==> config.mk <==
export PLATFORM = sky130hd
export DESIGN_NAME = ksa_sub_pipe
export DESIGN_NICKNAME = d
export VERILOG_FILES = /design/src/rtl/ksa_pkg.sv /design/src/rtl/ksa_pg_cell.sv /design/src/rtl/ksa_sub_pipe.sv
export SDC_FILE = /design/constraint.sdc
export NUM_CORES = 1
export LEC_CHECK = 0
export CAP_MARGIN = 25
export CORE_ASPECT_RATIO = 0.9
export CORE_MARGIN = 1.5
export CORE_UTILIZATION = 54
export DETAILED_ROUTE_END_ITERATION = 8
export HOLD_SLACK_MARGIN = 0.12
export PLACE_DENSITY = 0.7
export REMOVE_ABC_BUFFERS = 1
export SYNTH_ARGS = -nofsm -noshare
export SYNTH_HDL_FRONTEND = slang
export SYNTH_SLANG_ARGS = --single-unit
==> constraint.sdc <==
create_clock -name clk -period 6.8 [get_ports clk]
set_input_delay 0.68 -clock clk [delete_from_list [all_inputs] [get_ports clk]]
set_output_delay 0.68 -clock clk [all_outputs]
set_load 0.005 [all_outputs]
==> src/rtl/ksa_pkg.sv <==
`default_nettype none
// +--------------------------------------------------------------------------+
// | Package     : ksa_pkg                                                    |
// | Description : Shared types and helpers for the Kogge-Stone subtractor.   |
// |               pg_t carries one (generate, propagate) pair; pg_combine    |
// |               is the black-cell equation used at every prefix level.     |
// | Revision    : 1.0 - initial release                                      |
// +--------------------------------------------------------------------------+
package ksa_pkg;

   typedef struct packed {
      logic g;
      logic p;
   } pg_t;

   function automatic bit is_pow2(input int unsigned x);
      return (x != 0) && ((x & (x - 1)) == 0);
   endfunction

   // hi covers bit i, lo covers the span ending just below hi's span.
   function automatic pg_t pg_combine(input pg_t hi, input pg_t lo);
      pg_t r;
      r.g = hi.g | (hi.p & lo.g);
      r.p = hi.p & lo.p;
      return r;
   endfunction

endpackage
`default_nettype wire

==> src/rtl/ksa_pg_cell.sv <==
`default_nettype none
// +--------------------------------------------------------------------------+
// | Module      : ksa_pg_cell                                                |
// | Description : Kogge-Stone black cell. Go = Gi | Pi&G_pre, Po = Pi&P_pre.  |
// | Ports       : i_gp     - (G,P) of the current bit                        |
// |               i_gp_pre - (G,P) of the bit one prefix distance below      |
// |               o_gp     - combined (G,P)                                  |
// | Revision    : 1.0 - initial release                                      |
// +--------------------------------------------------------------------------+
module ksa_pg_cell
   import ksa_pkg::*;
(
   input  pg_t i_gp,
   input  pg_t i_gp_pre,
   output pg_t o_gp
);

   assign o_gp = pg_combine(i_gp, i_gp_pre);

endmodule
`default_nettype wire

==> src/rtl/ksa_sub_pipe.sv <==
`default_nettype none
// +--------------------------------------------------------------------------+
// | Module      : ksa_sub_pipe                                               |
// | Description : Pipelined Kogge-Stone subtractor, diff = a - b - bin,      |
// |               computed as a + ~b + ~bin. One register per prefix level,  |
// |               valid/ready on both sides, global stall enable.            |
// | Ports       : clk, rst_n (sync, active-low)                              |
// |               in_valid/in_ready, a, b, bin, in_tag   - operand side      |
// |               out_valid/out_ready, diff, borrow, zero, ovf, out_tag      |
// |                                                     - result side        |
// | Revision    : 1.0 - initial release                                      |
// +--------------------------------------------------------------------------+
module ksa_sub_pipe
   import ksa_pkg::*;
#(
   parameter int WIDTH = 32,
   parameter int TAG_W = 4
) (
   input  logic             clk,
   input  logic             rst_n,
   input  logic             in_valid,
   output logic             in_ready,
   input  logic [WIDTH-1:0] a,
   input  logic [WIDTH-1:0] b,
   input  logic             bin,
   input  logic [TAG_W-1:0] in_tag,
   output logic             out_valid,
   input  logic             out_ready,
   output logic [WIDTH-1:0] diff,
   output logic             borrow,
   output logic             zero,
   output logic             ovf,
   output logic [TAG_W-1:0] out_tag
);

   localparam int LEVELS = $clog2(WIDTH);

   if (!is_pow2(WIDTH) || (WIDTH < 8) || (WIDTH > 64)) begin : g_bad_width
      $error("ksa_sub_pipe: WIDTH must be a power of two in 8..64");
   end

   // ------------------------------------------------------------------
   // Pipeline storage: index 0 is the operand capture stage, index k
   // holds the result of prefix level k.
   // ------------------------------------------------------------------
   pg_t              r_pg   [LEVELS+1][WIDTH];
   pg_t              w_nxt  [LEVELS+1][WIDTH];
   logic [WIDTH-1:0] r_ppre [LEVELS+1];
   logic [TAG_W-1:0] r_tag  [LEVELS+1];
   logic [LEVELS:0]  r_vld;
   logic [LEVELS:0]  r_c0;
   logic [LEVELS:0]  r_amsb;
   logic [LEVELS:0]  r_bmsb;

   logic             r_out_valid;
   logic [WIDTH-1:0] r_diff;
   logic             r_borrow;
   logic             r_zero;
   logic             r_ovf;
   logic [TAG_W-1:0] r_out_tag;

   logic             w_adv;
   logic             w_c0;
   logic [WIDTH-1:0] w_bi;
   logic [WIDTH-1:0] w_p;
   logic [WIDTH-1:0] w_carry;
   logic [WIDTH-1:0] w_sum;
   logic [WIDTH-1:0] w_final_p_unused;
   logic             w_ovf_nxt;

   // Whole pipe advances together; bubbles keep their slot.
   assign w_adv    = ~r_out_valid | out_ready;
   assign in_ready = w_adv;

   assign w_bi = ~b;
   assign w_c0 = ~bin;
   assign w_p  = a ^ w_bi;

   // Stage 0: carry-in is folded into bit 0's generate, so every prefix
   // G[i] produced below already includes the P[i:0]&c0 term.
   for (genvar i = 0; i < WIDTH; i++) begin : g_stage0
      if (i == 0) begin : g_lsb
         assign w_nxt[0][i] = '{g: (a[i] & w_bi[i]) | (w_p[i] & w_c0), p: w_p[i]};
      end else begin : g_upper
         assign w_nxt[0][i] = '{g: a[i] & w_bi[i], p: w_p[i]};
      end
   end

   for (genvar k = 1; k <= LEVELS; k++) begin : g_level
      localparam int c_DIST = 1 << (k - 1);
      for (genvar i = 0; i < WIDTH; i++) begin : g_bit
         if (i >= c_DIST) begin : g_cell
            ksa_pg_cell u_cell (
               .i_gp     (r_pg[k-1][i]),
               .i_gp_pre (r_pg[k-1][i-c_DIST]),
               .o_gp     (w_nxt[k][i])
            );
         end else begin : g_pass
            assign w_nxt[k][i] = r_pg[k-1][i];
         end
      end
   end

   // After the last level, G[i] is the carry out of bit i.
   for (genvar i = 0; i < WIDTH; i++) begin : g_carry
      assign w_carry[i]          = r_pg[LEVELS][i].g;
      assign w_final_p_unused[i] = r_pg[LEVELS][i].p;
   end

   assign w_sum     = r_ppre[LEVELS] ^ {w_carry[WIDTH-2:0], r_c0[LEVELS]};
   assign w_ovf_nxt = (r_amsb[LEVELS] != r_bmsb[LEVELS]) &&
                      (w_sum[WIDTH-1] != r_amsb[LEVELS]);

   // Control and output registers (reset).
   always_ff @(posedge clk) begin
      if (!rst_n) begin
         r_vld       <= '0;
         r_out_valid <= 1'b0;
         r_diff      <= '0;
         r_borrow    <= 1'b0;
         r_zero      <= 1'b0;
         r_ovf       <= 1'b0;
         r_out_tag   <= '0;
      end else if (w_adv) begin
         r_vld       <= {r_vld[LEVELS-1:0], in_valid};
         r_out_valid <= r_vld[LEVELS];
         // Output data only changes when a real result arrives.
         if (r_vld[LEVELS]) begin
            r_diff    <= w_sum;
            r_borrow  <= ~w_carry[WIDTH-1];
            r_zero    <= (w_sum == '0);
            r_ovf     <= w_ovf_nxt;
            r_out_tag <= r_tag[LEVELS];
         end
      end
   end

   // Datapath registers: contents are don't-care while their valid is 0.
   always_ff @(posedge clk) begin
      if (w_adv) begin
         r_c0      <= {r_c0[LEVELS-1:0],   w_c0};
         r_amsb    <= {r_amsb[LEVELS-1:0], a[WIDTH-1]};
         r_bmsb    <= {r_bmsb[LEVELS-1:0], b[WIDTH-1]};
         r_ppre[0] <= w_p;
         r_tag[0]  <= in_tag;
         for (int k = 0; k <= LEVELS; k++) begin
            r_pg[k] <= w_nxt[k];
         end
         for (int k = 1; k <= LEVELS; k++) begin
            r_ppre[k] <= r_ppre[k-1];
            r_tag[k]  <= r_tag[k-1];
         end
      end
   end

   assign out_valid = r_out_valid;
   assign diff      = r_diff;
   assign borrow    = r_borrow;
   assign zero      = r_zero;
   assign ovf       = r_ovf;
   assign out_tag   = r_out_tag;

endmodule
`default_nettype wire

==> qor.yml, run 1 <==
finish:
  area_growth_pct: 16.91
  drive_gt1_share_pct: 9.157
  fin_nets: 1306
  num_antenna_cells: 0
  post-route-cell-area_mm2: 0.02342
  postLayoutCoreUtil_pct: 64.45
  final_common_cell: "edfxtp_1"
  final_cell_mix: "edfxtp_1 (524), a21o_1 (130), clkdlybuf4s50_1 (113)"
  nFillCells: 2549
sta:
  grt_setup_unrepaired: "false"
  max-slew-margin-rel_pct: 23.40
  fin_skew_ns: 0.02245
  finalCritPeriodShare_pct: 46.75
  maxSlewViolCount: 0
  worst_slack_ns: 3.621
  tightest_slew_ns: 1.149
  max_clock_freq_ghz: 0.3145
  fin_setup_tns_ns: 0
  fin_crit_ns: 3.179
  setup_viol: 0
  finalHoldViolations: 0
synth:
  synth_edf_count: 524
  ys.flop_type: "edfxtp_1"
  synthCells: 1043
  yosysWarnings: 0
  async_flop_share_pct: 0
  avgSynthCellArea_um2: 19.20
  ys_seq_area_share_pct: 83.15
  synth_cell_types: 35
  syn_area_mm2: 0.02003
  synth-seq-cells: 570
worst_setup_path:
  regToRegSetupSlack_ns: 4.44
  crit_start: "out_ready"
  reg2reg_to: "zero"
  cp-start-kind: "input port"
  arrival_ns: 2.50
  timing.critical_path.mode_cell: "clkdlybuf4s50_1"
  worstPathRequired_ns: 6.12
  critical_path.max_fanout: 104
  end_kind: "output pin"
  r2r-start: "out_valid"
  cp-endpoint: "in_ready"
  crit_chain: "clkdlybuf4s50_1 > nor2b_2 > inv_16 > clkdlybuf4s50_1"
  critPathKind: "input port to output pin"
  critical_path.max_stage_delay_ns: 0.54
  cpMaxStageDelayCell: "clkdlybuf4s50_1"
  rr_worst_depth: 5
global_routing:
  grt_pass1_wl_um: 47020
  grt_use_total_pct: 16.29
  grt_max_degree: 216
  antenna_found_initial: 0
  grt_overflow_total: 0
  grt_pass1_vias: 8636
hold_path:
  hold_depth: 0
  hp-class: "register to register"
power:
  power_uw: 7433
  p_switching_uw: 1450
  power_leakage_uw: 0.009718
  power_frac_comb_pct: 3.3
  ir_drop_v: 0.0001873
  power_frac_seq_pct: 58.4
  intPower_uw: 5983
  switching_share_pct: 19.51
  clockPowerShare_pct: 38.2
  power.density_mw_per_mm2: 317.4
clock_tree:
  ctsResizeCount: 0
  hold_buffers: 0
  clkLatencyLatePin_ns: 0.57
  post_cts_buffers: 0
  path_clk_slew_ns: 0.06
  cts_made_buffers: 52
  cts_max_level: 2
  clockBufferDepth: 3
  cts_tree: "built"
  cts-root-buf: "clkbuf_16"
  cts_sinks: 570
placement:
  placed_area_mm2: 0.02172
  place_ws_ns: 3.607
  hpwl_um: 20050
  gp_congestion: 0.7500
  portBuffers: 113
detailed_routing:
  detail-route-antenna-nets: 0
  first_pass_iters: 5
  drc: 0
  drt_iter0_drc: 765
  routedWlPerCell_um: 17.72
  wirelength_um: 30500
  num_vias: 8795
  vias_per_cell: 5.110
die:
  coreArea_mm2: 0.03633
  rows: 66
  die_x_um: 206.0
  die_height_um: 185.7
  start_util_pct: 55.13
  die_area_mm2: 0.03826
  ioPinCount: 114
job:
  maxCapViolCount: 0
run_status:
  outcome: "complete, no violations"
## through the flow
| step | std cells | hold slack, ns |
|---|---|---|
| CTS | 1721 | 0.4089 |
| global route | 1721 | 0.4188 |
| floorplan | 1029 | 0.4003 |
| detailed placement | 1623 | 0.4045 |
| finish | 1721 | 0.4041 |
| global placement | 1623 | 0.4019 |
## state kept, by name, summed over array words and instances, names as in the netlist
signal and count:
borrow 1, diff 32, out_tag 4, out_valid 1
ovf 1, r_amsb 6, r_bmsb 6, r_c0 6
r_pg 327, r_ppre 155, r_tag 24, r_vld 6
zero 1
## power groups by stage
stage | clock, uW | combinational [uW] | sequential, uW
after floorplan | 0 | 152 | 4330
after global placement | 0 | 244 | 4410
after detailed placement | 0 | 247 | 4420
after CTS | 2920 | 251 | 4350
after global routing | 3050 | 274 | 4380
final | 2840 | 247 | 4340
## cell type report
cell class / instances / area (um2) / area share, %
multi-input combinational: 425 / 3147 / 13.44
tap: 476 / 595.6 / 2.543
timing repair buffer: 118 / 1181 / 5.044
inverter: 34 / 143.9 / 0.6144
sequential: 570 / 16660 / 71.13
clock buffer: 77 / 1485 / 6.342
clock inverter: 21 / 209.0 / 0.8923
## layer usage
layer  vias to the layer above  global-route usage (%)  routed length, um
met5                         -                       0                  0
met4                         0                   4.986                663
met3                        50                   3.081               1526
met2                       199                   24.95              14100
met1                      4305                   23.97              14210
li1                       4241                       -                  -
## worst max-delay path, delay by kind of cell
family | cells | cell delay (ns)
buf+inv | 3 | 1.24
simple gates | 1 | 0.53
## cell usage after synthesis (2+ instances only)
library cell | n | share of area, %
a21boi_0 | 6 | 0.22
a21boi_1 | 4 | 0.15
a21o_1 | 130 | 4.9
and2_1 | 98 | 3.1
buf_2 | 3 | 0.075
buf_4 | 2 | 0.075
buf_6 | 3 | 0.17
clkbuf_1 | 5 | 0.094
dfxtp_1 | 46 | 4.6
edfxtp_1 | 524 | 79
ha_1 | 32 | 2.0
inv_1 | 33 | 0.62
nand2_1 | 37 | 0.69
nand4_1 | 5 | 0.16
nor2_1 | 24 | 0.45
nor2_2 | 10 | 0.31
nor3b_1 | 5 | 0.19
nor3b_2 | 11 | 0.69
nor4_1 | 3 | 0.094
nor4_2 | 2 | 0.12
o211a_1 | 17 | 0.85
xnor2_1 | 15 | 0.66
xor2_1 | 14 | 0.61
xor2_2 | 3 | 0.24
## cells by family after synthesis
logic type      after synthesis  synth area share [%]
simple gates                201                 5.984
xor+xnor                     32                 1.512
compound gates              160                 6.215
buf+inv                      48                 1.137
fa+ha+maj                    32                 1.999
flops                       570                 83.15
## how the worst min path moves through the flow
stage	startpoint	endpoint	slack, ns
floorplan	r_amsb[0]	r_amsb[1]	0.40
global placement	r_amsb[4]	r_amsb[5]	0.40
detailed placement	r_bmsb[1]	r_bmsb[2]	0.40
CTS	r_ppre[1][1]	r_ppre[2][1]	0.41
global route	r_ppre[4][16]	r_ppre[5][16]	0.42
finish	r_ppre[1][1]	r_ppre[2][1]	0.40
No activity file was read; power rests on OpenSTA's default activity.
==> run 2: changes to the inputs <==
CORE_UTILIZATION = 53   (was 54)
PLACE_DENSITY = 0.72   (was 0.7)
clock period = 2.6 ns   (was 6.8 ns; I/O delays follow)
==> run 2 against run 1 <==
Compared with the run above:
- clock-buffer cell count down 16
- combinational power rose to 2.6 times the previous value
- sequential power rose to 2.6 times the previous value
- wire length down 0.38%
- clock power up 150%
- first-iteration DRC count down 4.8%
- register-to-register slack worse by 3.6 ns
- sequential cell count unchanged
- critical path depth down 1
- total power rose to 2.6 times the previous value
- largest cell class unchanged
- highest routed layer unchanged
==> qor.yml, run 2 (same netlist as run 1, synthesis figures left out) <==
run_status:
  outcome: "complete, no violations"  # unchanged
placement:
  gp_congestion: 0.7700  # was 0.7500
  dp.cells: 1636  # was 1623
  placed_area_mm2: 0.02180  # was 0.02172 mm2
  hpwl_um: 20690  # was 20050 um
  portBuffers: 113  # unchanged
worst_setup_path:
  critPathKind: "register to output pin"  # was input port to output pin
  arrival_ns: 1.97  # was 2.50 ns
  worstPathRequired_ns: 2.34  # was 6.12 ns
  cp-start-kind: "register"  # was input port
  critical_path.max_fanout: 44  # was 104
  regToRegSetupSlack_ns: 0.84  # was 4.44 ns
  end_kind: "output pin"  # unchanged
die:
  die_x_um: 207.9  # was 206.0 um
  ioPinCount: 114  # unchanged
  die_height_um: 187.4  # was 185.7 um
  die_area_mm2: 0.03897  # was 0.03826 mm2
  start_util_pct: 53.82  # was 55.13%
  coreArea_mm2: 0.03722  # was 0.03633 mm2
  rows: 67  # was 66
global_routing:
  grt_max_degree: 133  # was 216
  grt_overflow_total: 0  # unchanged
  grt_pass1_vias: 8765  # was 8636
  antenna_found_initial: 0  # unchanged
  grt_use_total_pct: 15.92  # was 16.29%
  grt_pass1_wl_um: 47950  # was 47020 um
finish:
  fin_nets: 1312  # was 1306
  post-route-cell-area_mm2: 0.02337  # was 0.02342 mm2
  largest-register: "r_pg"  # unchanged
  final_cells: 1729  # was 1721
  postLayoutCoreUtil_pct: 62.80  # was 64.45%
  num_antenna_cells: 0  # unchanged
  final_cell_mix: "edfxtp_1 (524), a21o_1 (130), clkdlybuf4s50_1 (113)"  # unchanged
  largest_reg_flops: 327  # unchanged
  final_common_cell: "edfxtp_1"  # unchanged
  drive_gt1_share_pct: 8.909  # was 9.157%
  area_growth_pct: 16.69  # was 16.91%
power:
  power_frac_seq_pct: 59.8  # was 58.4%
  intPower_uw: 15190  # was 5983 uW
  power_uw: 18990  # was 7433 uW
  switching_share_pct: 20.02  # was 19.51%
  ir_drop_v: 0.0005625  # was 0.0001873 V
  clockPowerShare_pct: 36.8  # was 38.2%
  power_leakage_uw: 0.009690  # was 0.009718 uW
  p_switching_uw: 3803  # was 1450 uW
  power.density_mw_per_mm2: 812.5  # was 317.4 mW/mm2
  power_frac_comb_pct: 3.4  # was 3.3%
sta:
  fin_skew_ns: 0.01466  # was 0.02245 ns
  max_clock_freq_ghz: 0.4487
  grt_setup_unrepaired: "false"  # unchanged
  maxSlewViolCount: 0  # unchanged
  finalCritPeriodShare_pct: 85.72
  max-slew-margin-rel_pct: 53.35  # was 23.40%
  fin_crit_ns: 2.229
  finalHoldViolations: 0  # unchanged
  setup_viol: 0  # unchanged
  tightest_slew_ns: 0.6998  # was 1.149 ns
clock_tree:
  clkLatencyLatePin_ns: 0.58  # was 0.57 ns
  path_clk_slew_ns: 0.06  # about the same
  ctsResizeCount: 0  # unchanged
  cts_max_level: 2  # unchanged
  cts_tree: "built"  # unchanged
  cts_made_buffers: 52  # unchanged
  hold_buffers: 0  # unchanged
  clockBufferDepth: 3  # unchanged
  cts-root-buf: "clkbuf_16"  # unchanged
  post_cts_buffers: 0  # unchanged
  cts_sinks: 570  # unchanged
detailed_routing:
  drt_iter0_drc: 728  # was 765
  routedWlPerCell_um: 17.58  # was 17.72 um
  num_vias: 8752  # was 8795
  detail-route-antenna-nets: 0  # unchanged
  drc: 0  # unchanged
  first_pass_iters: 5  # unchanged
  vias_per_cell: 5.062  # was 5.110
  wirelength_um: 30390  # was 30500 um
hold_path:
  hp-class: "input port to register"  # was register to register
job:
  maxCapViolCount: 0  # unchanged
-- run 2: cell count changes in the layout (fill, tap and decap cells not counted) --
cell	delta
bufinv_16	-2
clkbuf_1	-6
clkinvlp_4	+1
clkbuf_16	-1
clkinv_2	+1
buf_12	+2
clkbuf_8	-4
clkbuf_4	-5
clkinv_4	+1
clkinv_8	+1
inv_16	+1
inv_6	-2
buf_4	+4
clkinv_1	+10
-- run 2: critical path, stage by stage, from the launching register on --
cell	delay, ns
dfxtp_1	0.32
nor2b_2	0.39
inv_16	0.15
clkdlybuf4s50_1	0.50
-- run 2: worst paths after layout --
path                                     from  depth (start not counted)             to
worst max-delay path                out_valid                          3       in_ready
worst min-delay path                in_tag[3]                          1    r_tag[0][3]
worst max register to register      out_valid                          6       diff[12]
worst min register to register  r_ppre[1][29]                          0  r_ppre[2][29]
-- run 2: layout make-up --
| cell class | count | area (um2) |
|---|---|---|
| repair buffers | 124 | 1251 |
| multi-input cells | 425 | 3147 |
| clock buffers | 61 | 1345 |
| fillers | 2634 | 13850 |
| well taps | 483 | 604.3 |
| inverters | 34 | 143.9 |
| flip-flops and latches | 570 | 16660 |
| clock inverters | 32 | 226.5 |
-- run 2: power groups by stage --
| stage | combinational (uW) | clock (uW) | sequential (uW) |
|---|---|---|---|
| 6_report | 649 | 6990 | 11400 |
| 5_1_grt | 728 | 7530 | 11400 |
| 4_1_cts | 658 | 7140 | 11400 |
| 3_5_place_dp | 649 | 0 | 11600 |
| 3_3_place_gp | 645 | 0 | 11500 |
| 2_1_floorplan | 398 | 0 | 11300 |
-- run 2: layer usage --
| layer | GRT usage, % | wire [um] |
|---|---|---|
| met3 | 2.905 | 1406 |
| met2 | 24.97 | 14180 |
| met5 | 0 | 0 |
| met1 | 23.14 | 14290 |
| met4 | 4.520 | 516 |
-- run 2: through the flow --
step                setup WS [ns]  setup TNS, ns  hold WS, ns
global placement           0.5315              0       0.4019
floorplan                  -3.335       -1045.83       0.3589
CTS                        0.3264              0       0.2081
finish                     0.3712              0       0.2403
detailed placement         0.4848              0       0.4045
global route               0.2858              0       0.2254
==> run 3: changes to the inputs <==
GPL_TIMING_DRIVEN = 0   (was default)
TNS_END_PERCENT = 100   (was default)
==> run 3 against run 2 <==
Compared with the run above:
- clock skew rose by 0.0016 ns
- hold slack improved by 0.012 ns
- total power rose by 1.2%
- combinational power hardly changed
- die area is the same
- global-route usage is 0.58 points lower
- sequential share of layout area shrank 0.18 points
- register-to-register slack got worse by 0.43 ns
- sequential power hardly changed
- wire length shrank 2.5%
- critical endpoint unchanged
- sequential cell count did not move
==> qor.yml, run 3 (same netlist as run 1, synthesis figures left out) <==
power:
  clockPowerShare_pct: 37.6  # was 36.8%
  power_frac_comb_pct: 3.4  # about the same
  ir_drop_v: 0.0007034  # was 0.0005625 V
  power_frac_seq_pct: 59.0  # was 59.8%
  p_switching_uw: 3782  # was 3803 uW
  switching_share_pct: 19.68  # was 20.02%
  power_leakage_uw: 0.009712  # was 0.009690 uW
  intPower_uw: 15430  # was 15190 uW
  power.density_mw_per_mm2: 820.1  # was 812.5 mW/mm2
  power_uw: 19220  # was 18990 uW
clock_tree:
  cts_made_buffers: 53  # was 52
  clkLatencyLatePin_ns: 0.57  # was 0.58 ns
  cts_max_level: 2  # unchanged
  clockBufferDepth: 3  # unchanged
  path_clk_slew_ns: 0.06  # about the same
  cts-root-buf: "clkbuf_16"  # unchanged
  hold_buffers: 0  # unchanged
  cts_sinks: 570  # unchanged
  cts_tree: "built"  # unchanged
detailed_routing:
  drt_iter0_drc: 703  # was 728
  met3_length_um: 1477  # was 1406 um
  first_pass_iters: 5  # unchanged
  vias_per_cell: 5.027  # was 5.062
  met1_length_um: 13720  # was 14290 um
  drc: 0  # unchanged
  num_vias: 8672  # was 8752
  top_layer: "met4"  # unchanged
  met2WireLength_um: 13810  # was 14180 um
  wirelength_um: 29620  # was 30390 um
  detail-route-antenna-nets: 0  # unchanged
  routedWlPerCell_um: 17.17  # was 17.58 um
sta:
  tightest_slew_ns: 0.7977  # was 0.6998 ns
  fin_crit_ns: 2.430  # was 2.229 ns
  finalCritPeriodShare_pct: 93.47  # was 85.72%
  grt_setup_unrepaired: "false"  # unchanged
  max-slew-margin-rel_pct: 46.69  # was 53.35%
  max_clock_freq_ghz: 0.4115  # was 0.4487 GHz
  whs_ns: 0.2526  # was 0.2403 ns
  finalHoldViolations: 0  # unchanged
  maxSlewViolCount: 0  # unchanged
  fin_skew_ns: 0.01622  # was 0.01466 ns
  setup_viol: 0  # unchanged
  worst_slack_ns: 0.1697  # was 0.3712 ns
run_status:
  outcome: "complete, no violations"  # unchanged
placement:
  hpwl_um: 19160  # was 20690 um
  gp_congestion: 0.7582  # was 0.7700
  placed_area_mm2: 0.02175  # was 0.02180 mm2
  place_ws_ns: -0.6692  # was 0.4848 ns
  portBuffers: 113  # unchanged
die:
  die_height_um: 187.4  # unchanged
  rows: 67  # unchanged
  die_area_mm2: 0.03897  # unchanged
  coreArea_mm2: 0.03722  # unchanged
  die_x_um: 207.9  # unchanged
  start_util_pct: 53.82  # unchanged
  ioPinCount: 114  # unchanged
finish:
  largest-register: "r_pg"  # unchanged
  largest_reg_flops: 327  # unchanged
  postLayoutCoreUtil_pct: 62.96  # was 62.80%
  fin_nets: 1306  # was 1312
  final_common_cell: "edfxtp_1"  # unchanged
  drive_gt1_share_pct: 8.857  # was 8.909%
  final_cell_mix: "edfxtp_1 (524), a21o_1 (130), clkdlybuf4s50_1 (113)"  # unchanged
  nFillCells: 2611  # was 2634
  num_antenna_cells: 0  # unchanged
  post-route-cell-area_mm2: 0.02343  # was 0.02337 mm2
  area_growth_pct: 16.98  # was 16.69%
global_routing:
  grt_max_degree: 162  # was 133
  grt_pass1_vias: 8477  # was 8765
  grt_use_total_pct: 15.34  # was 15.92%
  antenna_found_initial: 1  # was 0
  grt_pass1_wl_um: 45910  # was 47950 um
  grt_overflow_total: 0  # unchanged
worst_setup_path:
  arrival_ns: 2.17  # was 1.97 ns
  regToRegSetupSlack_ns: 0.41  # was 0.84 ns
  critPathKind: "register to output pin"  # unchanged
  end_kind: "output pin"  # unchanged
  cp-start-kind: "register"  # unchanged
  critical_path.max_fanout: 139  # was 44
  worstPathRequired_ns: 2.34  # about the same
job:
  maxCapViolCount: 0  # unchanged
hold_path:
  hp-class: "input port to register"  # unchanged
==> run 3: changes by cell type in the layout (fill, tap and decap cells not counted), sizes merged <==
cell      previous run  this run
clkinvlp             1         4
inv                 36        35
clkinv              27        24
bufbuf               0         1
buf                 11         2
clkbuf              61        65
bufinv               2         3
==> run 3: what timing repair did <==
| item | CTS | global route |
|---|---|---|
| setup buffers | 0 | 0 |
| endpoints found under the setup margin | 162 | 155 |
| gates resized for setup | 1 | 0 |
| gates cloned | 1 | 1 |
==> run 3: critical path, cell delays in order, from the launching register on <==
cell and delay [ns]:
dfxtp_1 0.31, nor2b_4 0.17, inv_16 0.35, clkdlybuf4s50_1 0.62
==> run 3: stage by stage <==
step / setup TNS, ns / std cells
CTS: 0 / 1725
global placement: -1861.65 / 1625
finish: 0 / 1725
global route: 0 / 1725
floorplan: -1045.83 / 1029
detailed placement: -109.06 / 1628
==> run 3: worst paths after layout <==
path	from	endpoint	cells after the start
hold / removal	in_tag[2]	r_tag[0][2]	1
hold reg to reg	r_ppre[1][9]	r_ppre[2][9]	0
setup reg to reg	out_valid	zero	5
setup / recovery	out_valid	in_ready	3
==> run 3: layout make-up <==
cell class | instances | area, um2 | area share [%]
inverter | 34 | 143.9 | 0.6141
sequential | 570 | 16660 | 71.08
clock buffer | 64 | 1410 | 6.018
tap | 483 | 604.3 | 2.579
clock inverter | 32 | 235.2 | 1.004
multi-input combinational | 425 | 3152 | 13.45
timing repair buffer | 117 | 1231 | 5.254
==> run 3: power groups by stage <==
stage	clock network (uW)	registers, uW	logic [uW]
after detailed placement	0	11600	651
final	7220	11300	652
after CTS	7400	11400	662
after floorplan	0	11300	398
after global routing	7780	11400	728
after global placement	0	11500	642
==> run 3: layer usage <==
metal | GRT usage (%) | vias to the layer above
met5 | 0 | -
met4 | 4.801 | 0
met3 | 3.207 | 48
met2 | 24.19 | 192
met1 | 21.69 | 4187
li1 | - | 4245
